## src/rtl/calc_pkg.sv

```systemverilog
// Shared constants, state encoding and key-decoding helpers for the calculator sequencer.
package calc_pkg;

  localparam int OPW  = 7;
  localparam int RESW = 14;

  localparam logic [3:0] KEY_CLR = 4'd10;
  localparam logic [3:0] KEY_EQ  = 4'd11;
  localparam logic [3:0] KEY_ADD = 4'd12;
  localparam logic [3:0] KEY_SUB = 4'd13;
  localparam logic [3:0] KEY_MUL = 4'd14;
  localparam logic [3:0] KEY_D   = 4'd15;

  localparam logic [1:0] OP_SUM = 2'd0;
  localparam logic [1:0] OP_SUB = 2'd1;
  localparam logic [1:0] OP_MUL = 2'd2;

  typedef enum logic [2:0] {S_A, S_B, S_EXEC, S_WAIT, S_SHOW} state_t;

  function automatic logic is_digit(input logic [3:0] k);
    return (k <= 4'd9);
  endfunction

  function automatic logic is_op(input logic [3:0] k);
    return (k >= KEY_ADD) && (k <= KEY_MUL);
  endfunction

  // Operator keys are contiguous, so the op code is the offset from KEY_ADD.
  function automatic logic [1:0] key_to_op(input logic [3:0] k);
    logic [3:0] d;
    d = k - KEY_ADD;
    return d[1:0];
  endfunction

endpackage

```

## src/rtl/calc_sequencer_dec_entry.sv

```systemverilog
// dec_entry: decimal digit accumulator for one operand; clear+load together restarts with one digit.
module dec_entry
  import calc_pkg::*;
#(
  parameter int MAX_DIGITS = 2,
  parameter int CW         = $clog2(MAX_DIGITS + 1)
) (
  input  logic           clk,
  input  logic           rst_n,
  input  logic           i_clear,
  input  logic           i_load,
  input  logic [3:0]     i_digit,
  output logic [OPW-1:0] o_value,
  output logic [CW-1:0]  o_count
);

  logic [OPW-1:0] r_value;
  logic [CW-1:0]  r_count;
  logic [OPW-1:0] w_mac;
  logic           w_room;

  assign w_mac  = r_value * OPW'(10) + OPW'(i_digit);
  assign w_room = (r_count < CW'(MAX_DIGITS));

  always_ff @(posedge clk) begin
    if (!rst_n) begin
      r_value <= '0;
      r_count <= '0;
    end else if (i_clear && i_load) begin
      r_value <= OPW'(i_digit);
      r_count <= CW'(1);
    end else if (i_clear) begin
      r_value <= '0;
      r_count <= '0;
    end else if (i_load && w_room) begin
      r_value <= w_mac;
      r_count <= r_count + CW'(1);
    end
  end

  assign o_value = r_value;
  assign o_count = r_count;

endmodule

```

## src/rtl/calc_sequencer.sv

```systemverilog
// Keypad-to-ALU sequencer: collects operands/operator, runs the ALU handshake, latches the result.
// Optional ALU timeout is enabled by defining CALC_TIMEOUT_EN.
module calc_sequencer
  import calc_pkg::*;
#(
  parameter int MAX_DIGITS  = 2,
  parameter int TIMEOUT_CYC = 64
) (
  input  logic            clk,
  input  logic            rst_n,
  input  logic            key_valid,
  input  logic [3:0]      key_code,
  output logic            alu_start,
  output logic [1:0]      alu_op,
  output logic [OPW-1:0]  alu_a,
  output logic [OPW-1:0]  alu_b,
  input  logic            alu_done,
  input  logic [RESW-1:0] alu_result,
  input  logic            alu_neg,
  output logic [RESW-1:0] result,
  output logic            result_neg,
  output logic            res_valid,
  output logic            busy,
  output logic            err
);

  localparam int CW = $clog2(MAX_DIGITS + 1);

  state_t          r_state, w_next;
  logic            r_start, r_busy, r_neg, r_rv;
  logic [1:0]      r_op;
  logic [RESW-1:0] r_result;
  logic [CW-1:0]   w_cnt_a, w_cnt_b;
  logic            w_clr_a, w_ld_a, w_clr_b, w_ld_b;
  logic            w_op_we, w_full_clr, w_take_res, w_rv_clr;
  logic            w_dig, w_op, w_eq, w_clr;
  logic            w_tmo_hit;

  assign w_dig = key_valid && is_digit(key_code);
  assign w_op  = key_valid && is_op(key_code);
  assign w_eq  = key_valid && (key_code == KEY_EQ);
  assign w_clr = key_valid && (key_code == KEY_CLR);

`ifdef CALC_TIMEOUT_EN
  localparam int TW = $clog2(TIMEOUT_CYC + 1);
  logic [TW-1:0] r_tmo;
  logic          r_err;

  // Counts completed S_WAIT cycles; restarts from zero on every entry.
  always_ff @(posedge clk) begin
    if (!rst_n || (r_state != S_WAIT)) r_tmo <= '0;
    else                               r_tmo <= r_tmo + TW'(1);
  end

  assign w_tmo_hit = (r_tmo == TW'(TIMEOUT_CYC - 1));

  always_ff @(posedge clk) begin
    if (!rst_n)                                                      r_err <= 1'b0;
    else if (r_state == S_WAIT && w_tmo_hit && !alu_done)            r_err <= 1'b1;
    else if (key_valid && r_state != S_EXEC && r_state != S_WAIT)    r_err <= 1'b0;
  end

  assign err = r_err;
`else
  assign w_tmo_hit = 1'b0;
  // No timeout in this build; err is a constant 0.
  assign err = 1'b0 & (TIMEOUT_CYC != 0);
`endif

  always_ff @(posedge clk) begin
    if (!rst_n) r_state <= S_A;
    else        r_state <= w_next;
  end

  always_comb begin
    w_next     = r_state;
    w_clr_a    = 1'b0;
    w_ld_a     = 1'b0;
    w_clr_b    = 1'b0;
    w_ld_b     = 1'b0;
    w_op_we    = 1'b0;
    w_full_clr = 1'b0;
    w_take_res = 1'b0;
    w_rv_clr   = 1'b0;
    case (r_state)
      S_A: begin
        if (w_clr) w_full_clr = 1'b1;
        else if (w_dig) w_ld_a = 1'b1;
        else if (w_op && w_cnt_a != '0) begin
          w_op_we = 1'b1;
          w_next  = S_B;
        end
      end
      S_B: begin
        if (w_clr) w_full_clr = 1'b1;
        else if (w_dig) w_ld_b = 1'b1;
        else if (w_op && w_cnt_b == '0) w_op_we = 1'b1;
        else if (w_eq && w_cnt_b != '0) w_next = S_EXEC;
      end
      S_EXEC: w_next = S_WAIT;
      S_WAIT: begin
        // Done wins over both a coincident key and an expiring timeout.
        if (alu_done) begin
          w_take_res = 1'b1;
          w_next     = S_SHOW;
        end else if (w_tmo_hit) begin
          w_clr_a = 1'b1;
          w_clr_b = 1'b1;
          w_next  = S_A;
        end
      end
      S_SHOW: begin
        if (w_clr) w_full_clr = 1'b1;
        else if (w_dig) begin
          w_clr_a  = 1'b1;
          w_ld_a   = 1'b1;
          w_clr_b  = 1'b1;
          w_rv_clr = 1'b1;
          w_next   = S_A;
        end
      end
      default: w_next = S_A;
    endcase
    if (w_full_clr) begin
      w_clr_a = 1'b1;
      w_clr_b = 1'b1;
      w_next  = S_A;
    end
  end

  always_ff @(posedge clk) begin
    if (!rst_n) begin
      r_start  <= 1'b0;
      r_busy   <= 1'b0;
      r_op     <= OP_SUM;
      r_result <= '0;
      r_neg    <= 1'b0;
      r_rv     <= 1'b0;
    end else begin
      r_start <= (r_state == S_EXEC);
      r_busy  <= (w_next == S_EXEC) || (w_next == S_WAIT);
      if (w_full_clr) begin
        r_op     <= OP_SUM;
        r_result <= '0;
        r_neg    <= 1'b0;
        r_rv     <= 1'b0;
      end else begin
        if (w_op_we) r_op <= key_to_op(key_code);
        if (w_take_res) begin
          r_result <= alu_result;
          r_neg    <= alu_neg;
          r_rv     <= 1'b1;
        end else if (w_rv_clr) begin
          r_rv <= 1'b0;
        end
      end
    end
  end

  dec_entry #(.MAX_DIGITS(MAX_DIGITS), .CW(CW)) u_ent_a (
    .clk(clk), .rst_n(rst_n), .i_clear(w_clr_a), .i_load(w_ld_a),
    .i_digit(key_code), .o_value(alu_a), .o_count(w_cnt_a)
  );

  dec_entry #(.MAX_DIGITS(MAX_DIGITS), .CW(CW)) u_ent_b (
    .clk(clk), .rst_n(rst_n), .i_clear(w_clr_b), .i_load(w_ld_b),
    .i_digit(key_code), .o_value(alu_b), .o_count(w_cnt_b)
  );

  assign alu_start  = r_start;
  assign alu_op     = r_op;
  assign result     = r_result;
  assign result_neg = r_neg;
  assign res_valid  = r_rv;
  assign busy       = r_busy;

endmodule

```

## config.mk

```make
export PLATFORM = sky130hd
export DESIGN_NAME = calc_sequencer
export DESIGN_NICKNAME = d
export VERILOG_FILES = /design/src/rtl/calc_pkg.sv /design/src/rtl/calc_sequencer_dec_entry.sv /design/src/rtl/calc_sequencer.sv
export SDC_FILE = /design/constraint.sdc
export NUM_CORES = 1
export LEC_CHECK = 0
export ABC_AREA = 0
export CAP_MARGIN = 5
export CORE_MARGIN = 5
export CORE_UTILIZATION = 30
export DETAILED_ROUTE_END_ITERATION = 10
export GPL_ROUTABILITY_DRIVEN = 1
export HOLD_SLACK_MARGIN = 0.15
export PLACE_DENSITY = 0.53
export SLEW_MARGIN = 20
export SYNTH_ARGS = -nofsm -noshare
export SYNTH_HDL_FRONTEND = slang
export SYNTH_HIERARCHICAL = 1
export SYNTH_SLANG_ARGS = --single-unit
```

## constraint.sdc

```tcl
create_clock -name clk -period 2.8 [get_ports clk]
set_input_delay 0.56 -clock clk [delete_from_list [all_inputs] [get_ports clk]]
set_output_delay 0.56 -clock clk [all_outputs]
set_load 0.005 [all_outputs]
```

==> impl_metrics.yaml, run 1 <==
detailed_routing:
  vias_per_cell: 4.64
  wl_per_cell_um: 13.1
  route.vias.total: 1918
  ant_nets: 0
  drc: 0
  drt-total-wl_um: 5400
  drtPass1Iterations: 4
  drt_iter0_markers: 65
layout:
  final_cell_mix: "clkdlybuf4s50_1 (56), dfxtp_1 (41), nand2_1 (37)"
  layoutNonFillerInstCount: 413
  drive_gt1_share_pct: 8.28
  regArea_um2: 821
  final_common_cell: "clkdlybuf4s50_1"
  fin_util_pct: 41.9
  multi_input_area_um2: 1310
  diodes: 0
  nFillCells: 746
  area_growth_pct: 36.2
  nNetsFinal: 354
  final_cell_area_um2: 3040
placed_design:
  dp_slack_ps: 192
  postPlaceCellArea_um2: 2910
  port_buffers: 56
  gp_congestion: 0.758
  place_inst: 405
  dp_hpwl_um: 4170
sta:
  hold_viol: 0
  setup_viol_count_final: 0
  fin_skew_ps: 6.54
  setup_slack_ps: 485
  whs_ps: 453
  fin_tns_setup_ps: 0
  min_period_ps: 2320
  finalMaxSlewViolations: 0
  fmax_ghz: 0.432
  max-slew-margin-rel_pct: 60.1
  worst_pin_slew_ps: 596
  rsz0062_at_grt: "false"
  finalCritPeriodShare_pct: 82.7
synth:
  syn-cell-area_um2: 2230
  yosysSeqAreaShare_pct: 36.8
  yosysTopAreaCellShare_pct: 36.8
  synth_flop_cell: "dfxtp_1"
  ys_ff_latch: 41
  synthCells: 251
  yosysWarningCount: 6
  yosys-top-cells-area: "dfxtp_1 (37%), ha_1 (7.8%), nand2_1 (6.2%)"
  synth_nets: 292
  synth_edf_count: 0
  yosysTopAreaCell: "dfxtp_1"
  syn_area_per_cell_um2: 8.90
  async_reset_ff_share_pct: 0
  synthDistinctLibCells: 47
clock_network:
  cts_buffers: 5
  clock-root-buffer: "clkbuf_8"
  cts_max_path_buffers: 2
  clkLatencyLatePin_ps: 290
  postCtsSetupRepairBufs: 0
  ctsHoldBuffers: 0
  cts_tree: "done"
  post_cts_resized: 0
  clk_pin_slew_ps: 80
  htreeDepth: 2
  cts.sinks: 41
floorplanning:
  ios: 58
  start_util_pct: 30.8
  dieArea_um2: 9270
  die_h_um: 96.3
  fp.dieW_um: 96.3
  num_rows: 31
  core-area_um2: 7250
setup_path:
  crit_path_start_kind: "input port"
  regToRegEndpoint: "u_ent_b/o_value[6]$_SDFFE_PP0P_"
  cp_top_family: "simple AND/OR/NAND/NOR gates"
  reg2reg_depth: 7
  cp_common_cell: "o21ai_0"
  crit_required_ps: 2990
  cpMaxStageDelayCell: "clkdlybuf4s50_1"
  slowest_delay_ps: 570
  cp_max_fo: 9
  crit_type: "in -> reg"
  timing.rr.start: "u_ent_b/o_value[1]$_SDFFE_PN0P_"
  reg2reg_setup_slack_ps: 670
  path_cells: "clkdlybuf4s50_1 > o21ai_0 > nand2_1 > nor2_1 > and2b_1 > mux2i_1 > o21ai_0 > and2_1"
  cp_num_buf_inv: 1
  arrival_ps: 2500
  cp-end-kind: "flop"
global_routing:
  grt_max_degree: 16
  antenna_found_initial: 0
  grt_usage_pct: 12.5
  grt_overflow: 0
  grt_pass1_vias: 1937
  grt_pass1_wl_um: 9180
outcome:
  status: "completed"
power:
  peakVddDrop_mv: 0.216
  total_power_mw: 1.35
  powerDensity_nw_per_um2: 443
  p_leak_nw: 1.21
hold_path:
  hp-start: "result[2]$_SDFFE_PP0P_"
  whs_endpoint: "result[2]$_SDFFE_PP0P_"
  hold_depth: 2
  hp-class: "reg -> reg"
job:
  cap_violations: 0
cells by family (layout without fill, tap and decap cells):
group | Yosys count | count (layout) | share of synthesized area (%)
xor gates and xnor gates | 14 | 14 | 5.49
DFF | 41 | 41 | 36.8
other | 1 | 1 | 0.168
buffers and inverters | 15 | 78 | 4.48
muxes | 4 | 4 | 1.79
AOI/OAI and AO/OA | 64 | 64 | 19.1
adders and majority gates | 18 | 18 | 11.4
and+or+nand+nor | 94 | 94 | 20.8
registers in the layout, indices dropped and copies added (netlist names):
| register | flops |
|---|---|
| u_ent_a/o_count | 2 |
| alu_op | 2 |
| res_valid | 1 |
| alu_start | 1 |
| result | 14 |
| u_ent_b/o_count | 2 |
| result_neg | 1 |
| busy | 1 |
| u_ent_a/o_value | 7 |
| u_ent_b/o_value | 7 |
| r_state | 3 |
tightest hold or removal path: stages (launching register included):
cell	delay, ps
dfxtp_1	310
nand2_1	50
a21oi_1	50
cells in the mapped netlist, drive strengths merged (2+ instances only):
library cell,instances
nor2,19
a31oi,2
xor2,3
nand2b,5
a21o,4
a32oi,2
nand2,37
nand3,8
and2,5
buf,9
a22o,4
ha,14
dfxtp,41
fa,4
or2,2
a211oi,3
nor3b,2
o21ai,11
nor2b,7
a211o,2
a21oi,27
xnor2,11
mux2i,4
o211a,2
inv,4
clkbuf,2
a21boi,4
per-layer routing:
metal / GRT usage, % / part of all wire [%] / vias to the layer above
met5: 0 / 0 / -
met4: 2.13 / 0.26 / 0
met3: 3.83 / 7.0 / 2
met2: 21.2 / 45 / 48
met1: 15.7 / 47 / 879
li1: - / - / 989
report_power, final:
part           switching [mW]  internal [mW]  total [mW]  leakage [nW]
clock network           0.200          0.354       0.555        0.0681
registers              0.0134          0.594       0.607         0.331
logic                  0.0830          0.102       0.185         0.811
worst max-delay path by stage:
| stage | from | to | cells after the start |
|---|---|---|---|
| 6_report | key_code[1] | u_ent_b/o_value[1]$_SDFFE_PN0P_ | 8 |
| 5_1_grt | key_code[1] | u_ent_b/o_value[1]$_SDFFE_PN0P_ | 8 |
| 2_1_floorplan | u_ent_b/o_value[1]$_SDFFE_PN0P_ | u_ent_b/o_value[6]$_SDFFE_PP0P_ | 7 |
| 3_5_place_dp | key_code[1] | u_ent_b/o_value[1]$_SDFFE_PN0P_ | 8 |
| 3_3_place_gp | key_code[1] | u_ent_b/o_value[1]$_SDFFE_PN0P_ | 8 |
| 4_1_cts | key_code[1] | u_ent_b/o_value[1]$_SDFFE_PN0P_ | 8 |
cell type report:
class | count | area share (%)
inverters | 4 | 0.494
multi-input cells | 195 | 43.2
repair buffers | 66 | 20.9
clock buffers | 5 | 2.26
clock inverters | 3 | 2.14
well taps | 99 | 4.07
flip-flops and latches | 41 | 27.0
Note: power is estimated with default switching activity, not from simulation.
==> run 2, diff against run 1 <==
clock period = 2.29 ns   (was 2.8 ns; I/O delays follow)
==> impl_metrics.yaml, run 2 (synthesized netlist as in run 1, its figures left out) <==
detailed_routing:
  drt-total-wl_um: 5480
  drtPass1Iterations: 4
  ant_nets: 0
  drc: 0
  drt_iter0_markers: 47
  vias_per_cell: 4.66
  route.vias.total: 2005
  wl_per_cell_um: 12.7
power:
  peakVddDrop_mv: 0.342
  p_int_mw: 1.19
  powerDensity_nw_per_um2: 493
  clock_power_share_pct: 36.1
  switching_share_pct: 23.5
  p_sw_mw: 0.364
  seq_power_share_pct: 47.8
  total_power_mw: 1.55
  p_leak_nw: 1.29
  p_comb_share_pct: 16.2
sta:
  fmax_ghz: 0.464
  finalMaxSlewViolations: 0
  fin_tns_setup_ps: 0
  finalCritPeriodShare_pct: 94.1
  setup_viol_count_final: 0
  fin_skew_ps: 5.24
  hold_viol: 0
  rsz0062_at_grt: "false"
  min_period_ps: 2150
  setup_slack_ps: 136
  worst_pin_slew_ps: 592
  max-slew-margin-rel_pct: 60.4
floorplanning:
  die_h_um: 96.3
  dieArea_um2: 9270
  ios: 58
  start_util_pct: 30.8
  num_rows: 31
  fp.dieW_um: 96.3
  core-area_um2: 7250
clock_network:
  cts_tree: "done"
  cts_max_path_buffers: 2
  cts.sinks: 41
  htreeDepth: 2
  clock-root-buffer: "clkbuf_8"
  cts_buffers: 5
  postCtsSetupRepairBufs: 0
  clk_pin_slew_ps: 80
  clkLatencyLatePin_ps: 290
layout:
  largest_reg_flops: 14
  nFillCells: 738
  drive_gt1_share_pct: 13.0
  layoutNonFillerInstCount: 430
  area_growth_pct: 40.9
  final_cell_mix: "clkdlybuf4s50_1 (56), dfxtp_1 (41), nand2_1 (37)"
  diodes: 0
  final_common_cell: "clkdlybuf4s50_1"
  nNetsFinal: 372
hold_path:
  whs_endpoint: "result[11]$_SDFFE_PP0P_"
  hold_depth: 2
  hp-start: "result[11]$_SDFFE_PP0P_"
  hp-class: "reg -> reg"
setup_path:
  crit_path_start_kind: "flop"
  reg2reg_setup_slack_ps: 140
  arrival_ps: 2340
  crit_type: "reg -> reg"
  cp-end-kind: "flop"
  cp_max_fo: 5
  reg2reg_depth: 7
  regToRegEndpoint: "u_ent_b/o_value[6]$_SDFFE_PP0P_"
  timing.rr.start: "u_ent_b/o_value[1]$_SDFFE_PN0P_"
  crit_required_ps: 2480
placed_design:
  dp_slack_ps: -154
  place_inst: 423
  port_buffers: 56
  dp_hpwl_um: 4290
  gp_congestion: 0.744
job:
  cap_violations: 0
global_routing:
  grt_busiest_layer: "met2"
  antenna_found_initial: 0
  grt_max_degree: 17
  globalRouteMet2Util_pct: 21.9
  grt_overflow: 0
  grt_pass1_vias: 2053
  grt_usage_pct: 12.9
  grt_util_met1_pct: 15.9
  grt_pass1_wl_um: 9370
  use_met3_pct: 3.83
outcome:
  status: "completed"
[run 2: cell count changes in the layout (fill, tap and decap cells not counted), sizes merged]
cell,delta
bufinv,-1
buf,+18
[run 2: area by class of cell]
| cell class | count | area, um^2 | area share, % |
|---|---|---|---|
| Multi-Input combinational cell | 195 | 1310 | 41.7 |
| Clock inverter | 2 | 35.0 | 1.11 |
| Sequential cell | 41 | 821 | 26.1 |
| Clock buffer | 5 | 68.8 | 2.19 |
| Timing Repair Buffer | 84 | 771 | 24.5 |
| Inverter | 4 | 15.0 | 0.477 |
| Tap cell | 99 | 124 | 3.94 |
[run 2: routing by layer]
layer  routed length [um]  part of all wire (%)
met5                    0                     0
met4                   57                   1.0
met3                  382                   7.0
met2                 2460                    45
met1                 2580                    47
[run 2: how the worst max path moves through the flow]
stage | start | end | slack, ps | cells past startpoint
floorplan | u_ent_b/o_value[1]$_SDFFE_PN0P_ | u_ent_b/o_value[6]$_SDFFE_PP0P_ | 290 | 7
global placement | key_code[1] | u_ent_a/o_value[5]$_SDFFE_PP0P_ | -110 | 8
detailed placement | key_code[1] | u_ent_b/o_value[1]$_SDFFE_PN0P_ | -150 | 8
CTS | u_ent_b/o_value[1]$_SDFFE_PN0P_ | u_ent_b/o_value[6]$_SDFFE_PP0P_ | 120 | 7
global route | u_ent_b/o_value[1]$_SDFFE_PN0P_ | u_ent_b/o_value[6]$_SDFFE_PP0P_ | 1 | 7
finish | u_ent_b/o_value[1]$_SDFFE_PN0P_ | u_ent_b/o_value[6]$_SDFFE_PP0P_ | 140 | 7
[run 2: metrics by stage]
| stage | hold WS [ps] | instance area [um^2] | utilization, % |
|---|---|---|---|
| global route | 477 | 3150 | 43.4 |
| detailed placement | 447 | 3040 | 42.0 |
| floorplan | 453 | 2230 | - |
| CTS | 459 | 3150 | 43.4 |
| global placement | 442 | 3040 | 42.0 |
| finish | 456 | 3150 | 43.4 |
[run 2: worst max-delay path, stage by stage, from the launching register on]
cell and delay (ps):
dfxtp_1 460, ha_1 280, ha_1 210, fa_1 530, o211a_1 150, o21ai_0 110
xnor2_1 140, a22o_1 180
[run 2: power groups by stage]
stage	clock network [mW]	registers (mW)	logic, mW
5_1_grt	0.625	0.744	0.279
4_1_cts	0.583	0.741	0.254
3_3_place_gp	0	0.758	0.252
2_1_floorplan	0	0.757	0.127
6_report	0.560	0.741	0.250
3_5_place_dp	0	0.758	0.253
[run 2: timing repair]
action                                  CTS  global route
gates resized for setup                   0             1
hold buffers                              0             0
endpoints found under the hold margin     0             0
endpoints found under the setup margin    0             2
==> patch 1 (settings of run 1) <==
Re-encode `state_t` (5 states) as one-hot, 5 bits wide.
--- a/src/rtl/calc_pkg.sv
+++ b/src/rtl/calc_pkg.sv
@@ -16,5 +16,5 @@
   localparam logic [1:0] OP_MUL = 2'd2;
 
-  typedef enum logic [2:0] {S_A, S_B, S_EXEC, S_WAIT, S_SHOW} state_t;
+  typedef enum logic [4:0] {S_A = 5'b00001, S_B = 5'b00010, S_EXEC = 5'b00100, S_WAIT = 5'b01000, S_SHOW = 5'b10000} state_t;
 
   function automatic logic is_digit(input logic [3:0] k);
Function: no difference found for any inputs over 10 cycles, from zero or initial values and one cycle with rst_n low; not proved beyond that.
==> patch 1 against run 1 <==
  * Critical path type unchanged
  * Cell count increased by 5.6%
  * Sequential cell count up 2
  * Cell area up 4.6%
  * Worst setup slack gained 0.012 ns
  * Routed wire length up 6.8%
  * Die area rose by 7.1%
  * Via count is 7.1% higher
  * Synthesized area grew 8.0%
  * Global-route usage decreased by 0.56 points
  * Critical path depth did not move
  * Total power decreased by 8.9%
==> patch 1: results (changes against run 1) <==
status: "complete, no violations"
clockBufferDepth: 2  # unchanged
cts_buffers: 5  # unchanged
switchingPower_w: 0.000321  # +8.0%
synth_area_leaders: "dfxtp_1 36%, ha_1 7.3%, a21oi_1 5.6%"
finalNetCount: 374  # +5.6%
grt_pass1_vias: 2027  # +4.6%
clock_latency_ns: 0.29  # about the same
grt_max_degree: 19  # +3
hpwlAfterDp_um: 4440  # +6.4%
seq_area_frac_synth: 0.357  # -0.0105
grt_pass1_wl_um: 9650  # +5.0%
fin_skew_ns: 0.00731  # +0.000771 ns
dp_cells: 428  # +5.7%
wl_per_cell_um: 13.2  # +1.2%
hold_path_class: "reg -> reg"
crit_fanout: 8  # -1
stdcell_count: 436  # +5.6%
drive_gt1_frac: 0.0868  # +0.00402
grt_use_total: 0.119  # -0.00559
post_cts_resized: 0  # unchanged
tightestPinTransition_ns: 0.480  # -0.116 ns
gp_congestion: 0.825  # +8.9%
synthesis.nets: 313  # +7.2%
syn_area_mm2: 0.00241  # +8.0%
place_area_mm2: 0.00309  # +6.4%
comb_power_w: 0.000197  # +6%
ir_worst_vdd_mv: 0.264  # +22%
synthTopCellsByCount: "43 x dfxtp_1, 36 x nand2_1, 27 x a21oi_1"
drt-pass1-iter-count: 4  # unchanged
first_iter_violations: 88  # +35%
synth_cell_types: 54  # +15%
synth.avg_cell_area_um2: 8.86  # -0.38%
worst_ep_arrival_time_ns: 2.49  # about the same
powerSeq_w: 0.000639  # +5.3%
p_leak_nw: 1.24  # +2.6%
switching_share: 0.261  # +0.0409
avgViaCountPerCell: 4.71  # +1.4%
place_ws_ns: 0.185  # -0.00713 ns
synth_flop_cell: "dfxtp_1"
patch 1: layout make-up:
class | instances | area (um2)
fillers | 789 | 4590
multi-input cells | 212 | 1450
flip-flops and latches | 43 | 861
repair buffers | 66 | 636
well taps | 102 | 128
clock buffers | 5 | 68.8
clock inverters | 3 | 20.0
inverters | 5 | 18.8
patch 1: worst paths after layout:
path                                        startpoint                              end  depth (start not counted)  slack (ns)
worst min register to register  result[9]$_SDFFE_PP0P_           result[9]$_SDFFE_PP0P_                          2        0.46
worst min-delay path            result[9]$_SDFFE_PP0P_           result[9]$_SDFFE_PP0P_                          2        0.46
worst max-delay path                       key_code[1]  u_ent_b/o_value[1]$_SDFFE_PN0P_                          8        0.50
worst max register to register   r_state[2]$_SDFF_PN0_  u_ent_b/o_value[1]$_SDFFE_PN0P_                          7        0.53
patch 1: cell families (layout without fill, tap and decap cells):
family | Yosys count | after routing | share of synthesized area
fa+ha+maj | 18 | 18 | 0.106
mux | 6 | 6 | 0.0249
compound gates | 64 | 64 | 0.165
xor+xnor | 15 | 15 | 0.0545
buf+inv | 17 | 79 | 0.0415
flops | 43 | 43 | 0.357
other cells | 1 | 1 | 0.00156
simple gates | 108 | 108 | 0.250
patch 1: layer usage:
| metal | global-route usage | vias to the layer above | part of all wire |
|---|---|---|---|
| met5 | 0 | - | 0 |
| met4 | 0.0284 | 0 | 0.0050 |
| met3 | 0.0435 | 5 | 0.074 |
| met2 | 0.187 | 53 | 0.45 |
| met1 | 0.156 | 931 | 0.47 |
| li1 | - | 1065 | - |
patch 1: worst max-delay path, cell delays in order:
cell	delay (ns)
clkdlybuf4s50_1	0.56
o21ai_0	0.29
nand2_1	0.12
nor2b_1	0.16
and2b_1	0.34
mux2i_1	0.22
o21ai_0	0.08
and2_1	0.15
==> patch 2 (config.mk and constraints of run 1) <==
Made on the original files. `OPW`: 7 -> 14.
--- a/src/rtl/calc_pkg.sv
+++ b/src/rtl/calc_pkg.sv
@@ -2,5 +2,5 @@
 package calc_pkg;
 
-  localparam int OPW  = 7;
+  localparam int OPW  = 14;
   localparam int RESW = 14;
 
Interface: changed (resized alu_a and alu_b); port bits go from 58 to 72. The function was not compared with the original's and may differ.
==> patch 2 against run 1 <==
  * Sequential cell count is 14 higher
  * Largest cell class unchanged
  * Routed wire length grew 100%
  * Fmax shrank 17%
  * Cell area is 86% higher
  * Worst setup slack worse by 0.47 ns
  * Synthesized area up 80%
  * Non-clock buffer count rose by 70
  * Highest routed layer unchanged
  * Total power rose by 43%
==> patch 2: results (changes against run 1) <==
wirelength_um: 11000  # +100%
ff2ff_path_depth: 10  # +3
cts_buffers: 5  # unchanged
rr_endpoint: "u_ent_b/o_value[13]$_SDFFE_PP0P_"
finalNetCount: 661  # +87%
clockBufferDepth: 2  # unchanged
drt-pass1-iter-count: 6  # +2
dp_cells: 756  # +87%
clockRootBuffer: "clkbuf_16"
synth.avg_cell_area_um2: 8.64  # -2.9%
clock_latency_ns: 0.29  # about the same
diodes: 0  # unchanged
io_buffers: 70  # +25%
drive_gt1_frac: 0.210  # +0.127
avgViaCountPerCell: 4.91  # +5.8%
comb_power_w: 0.000477  # +160%
grt_use_total: 0.132  # +0.00735
p_leak_nw: 2.32  # +92%
synth_xor_area_frac: 0.0676  # +0.0127
seq_area_frac_synth: 0.274  # -0.0935
crit_top_cell: "ha_4"
synth_area_leaders: "dfxtp_1 27%, ha_1 14%, a21oi_1 5.0%"
yosys_warnings: 6  # unchanged
synth_compound_area_frac: 0.229  # +0.0381
fin_skew_ns: 0.00599  # -0.000546 ns
synthAdderAreaFrac: 0.157  # +0.0426
worst_ep_arrival_time_ns: 3.01  # +0.51 ns
grt_max_degree: 19  # +3
crit_fanout: 3  # -6
ir_worst_vdd_mv: 0.224  # +3.9%
antenna_found_initial: 0  # unchanged
h-tree-depth: 2  # unchanged
worstHoldPathCells: 2  # unchanged
sequentialPowerShare: 0.429  # -0.022
synthTopCellsByCount: "55 x dfxtp_1, 53 x nand2_1, 44 x ha_1"
period_minus_slack_ns: 2.78  # +0.470 ns
grt_pass1_wl_um: 17700  # +92%
slowest_delay_ns: 0.52  # -0.05 ns
r2r_start: "u_ent_b/o_value[3]$_SDFFE_PN0P_"
synth_cell_types: 73  # +55%
cpLargestDelayFamily: "simple AND/OR/NAND/NOR gates"
synthMuxAreaShare: 0.0125  # -0.00547
first_iter_violations: 169  # +160%
fill_cells: 1302  # +75%
hpwlAfterDp_um: 8550  # +100%
synthesis.nets: 536  # +84%
stdcell_count: 767  # +86%
timing.hold.ws_ns: 0.456  # +0.00259 ns
grt_pass1_vias: 3636  # +88%
cp_slowest_cell: "or4_1"
gp_congestion: 0.788  # +4.0%
slew_headroom: 0.596  # -0.00485
status: "complete, no violations"
p_int_w: 0.00138  # +32%
hp-start: "result[5]$_SDFFE_PP0P_"
r2r_slack_ns: 0.02  # -0.65 ns
min_to: "result[5]$_SDFFE_PP0P_"
place_ws_ns: -0.196  # -0.388 ns
clk_pin_slew_worst_paths_ns: 0.07
patch 2: cell count changes after synthesis, sizes merged, moves of 5 or more:
cell    change
a211oi     +14
a21o        +5
a21oi      +13
a31oi       +8
clkbuf      +8
dfxtp      +14
ha         +30
nand2      +17
nor2       +23
nor2b       +9
nor3        +6
o21ai       +6
xnor2       +8
xor2        +9
patch 2: routing by layer:
layer  share of wire  GRT usage
met5               0          0
met4           0.014     0.0328
met3           0.028     0.0216
met2            0.47      0.220
met1            0.49      0.179
patch 2: cells by family (layout without fill, tap and decap cells):
group                    Yosys count  in the layout
buffers and inverters             24            150
AO/OA/AOI/OAI                    128            128
adder cells (fa/ha/maj)           48             48
flip-flops                        55             55
XOR/XNOR                          31             31
multiplexers                       5              5
AND/OR/NAND/NOR                  173            173
other                              1              1
patch 2: cell type report:
type	instances	area, um2	share of cell area
multi-input cells	386	2960	0.522
repair buffers	136	1220	0.215
flip-flops and latches	55	1110	0.195
well taps	176	220	0.0389
clock buffers	6	129	0.0227
inverters	6	22.5	0.00398
clock inverters	2	12.5	0.00221
patch 2: metrics by stage:
step	utilization	area (um2)	setup TNS [ns]	power, W
global placement	0.403	5310	-0.307	0.00129
floorplan	-	4020	0	0.00110
finish	0.430	5670	0	0.00193
CTS	0.417	5500	0	0.00193
detailed placement	0.403	5310	-0.490	0.00129
global route	0.430	5670	-0.166	0.00203
patch 2: worst reg2reg max path, stage by stage (launching register included):
cell and delay, ns:
dfxtp_2 0.34, ha_4 0.27, ha_4 0.12, inv_2 0.04
fa_2 0.40, xnor2_2 0.19, nand3b_1 0.19, a2111oi_4 0.40
nand2_2 0.10, or4_1 0.52, a31oi_1 0.13
patch 2: how the worst max path moves through the flow:
stage | start | to | cells after the start
6_report | u_ent_b/o_value[3]$_SDFFE_PN0P_ | u_ent_b/o_value[13]$_SDFFE_PP0P_ | 10
2_1_floorplan | u_ent_b/o_value[1]$_SDFFE_PN0P_ | u_ent_b/o_value[13]$_SDFFE_PP0P_ | 10
3_5_place_dp | key_code[1] | u_ent_a/o_value[11]$_SDFFE_PP0P_ | 10
3_3_place_gp | key_code[1] | u_ent_a/o_value[11]$_SDFFE_PP0P_ | 10
5_1_grt | u_ent_b/o_value[3]$_SDFFE_PN0P_ | u_ent_b/o_value[13]$_SDFFE_PP0P_ | 10
4_1_cts | u_ent_a/o_value[1]$_SDFFE_PN0P_ | u_ent_a/o_value[13]$_SDFFE_PP0P_ | 9
patch 2: repair_timing:
item	CTS	global route
pin swaps	2	15
buffers inserted	0	3
setup endpoints to repair	2	5
resized for setup	6	30
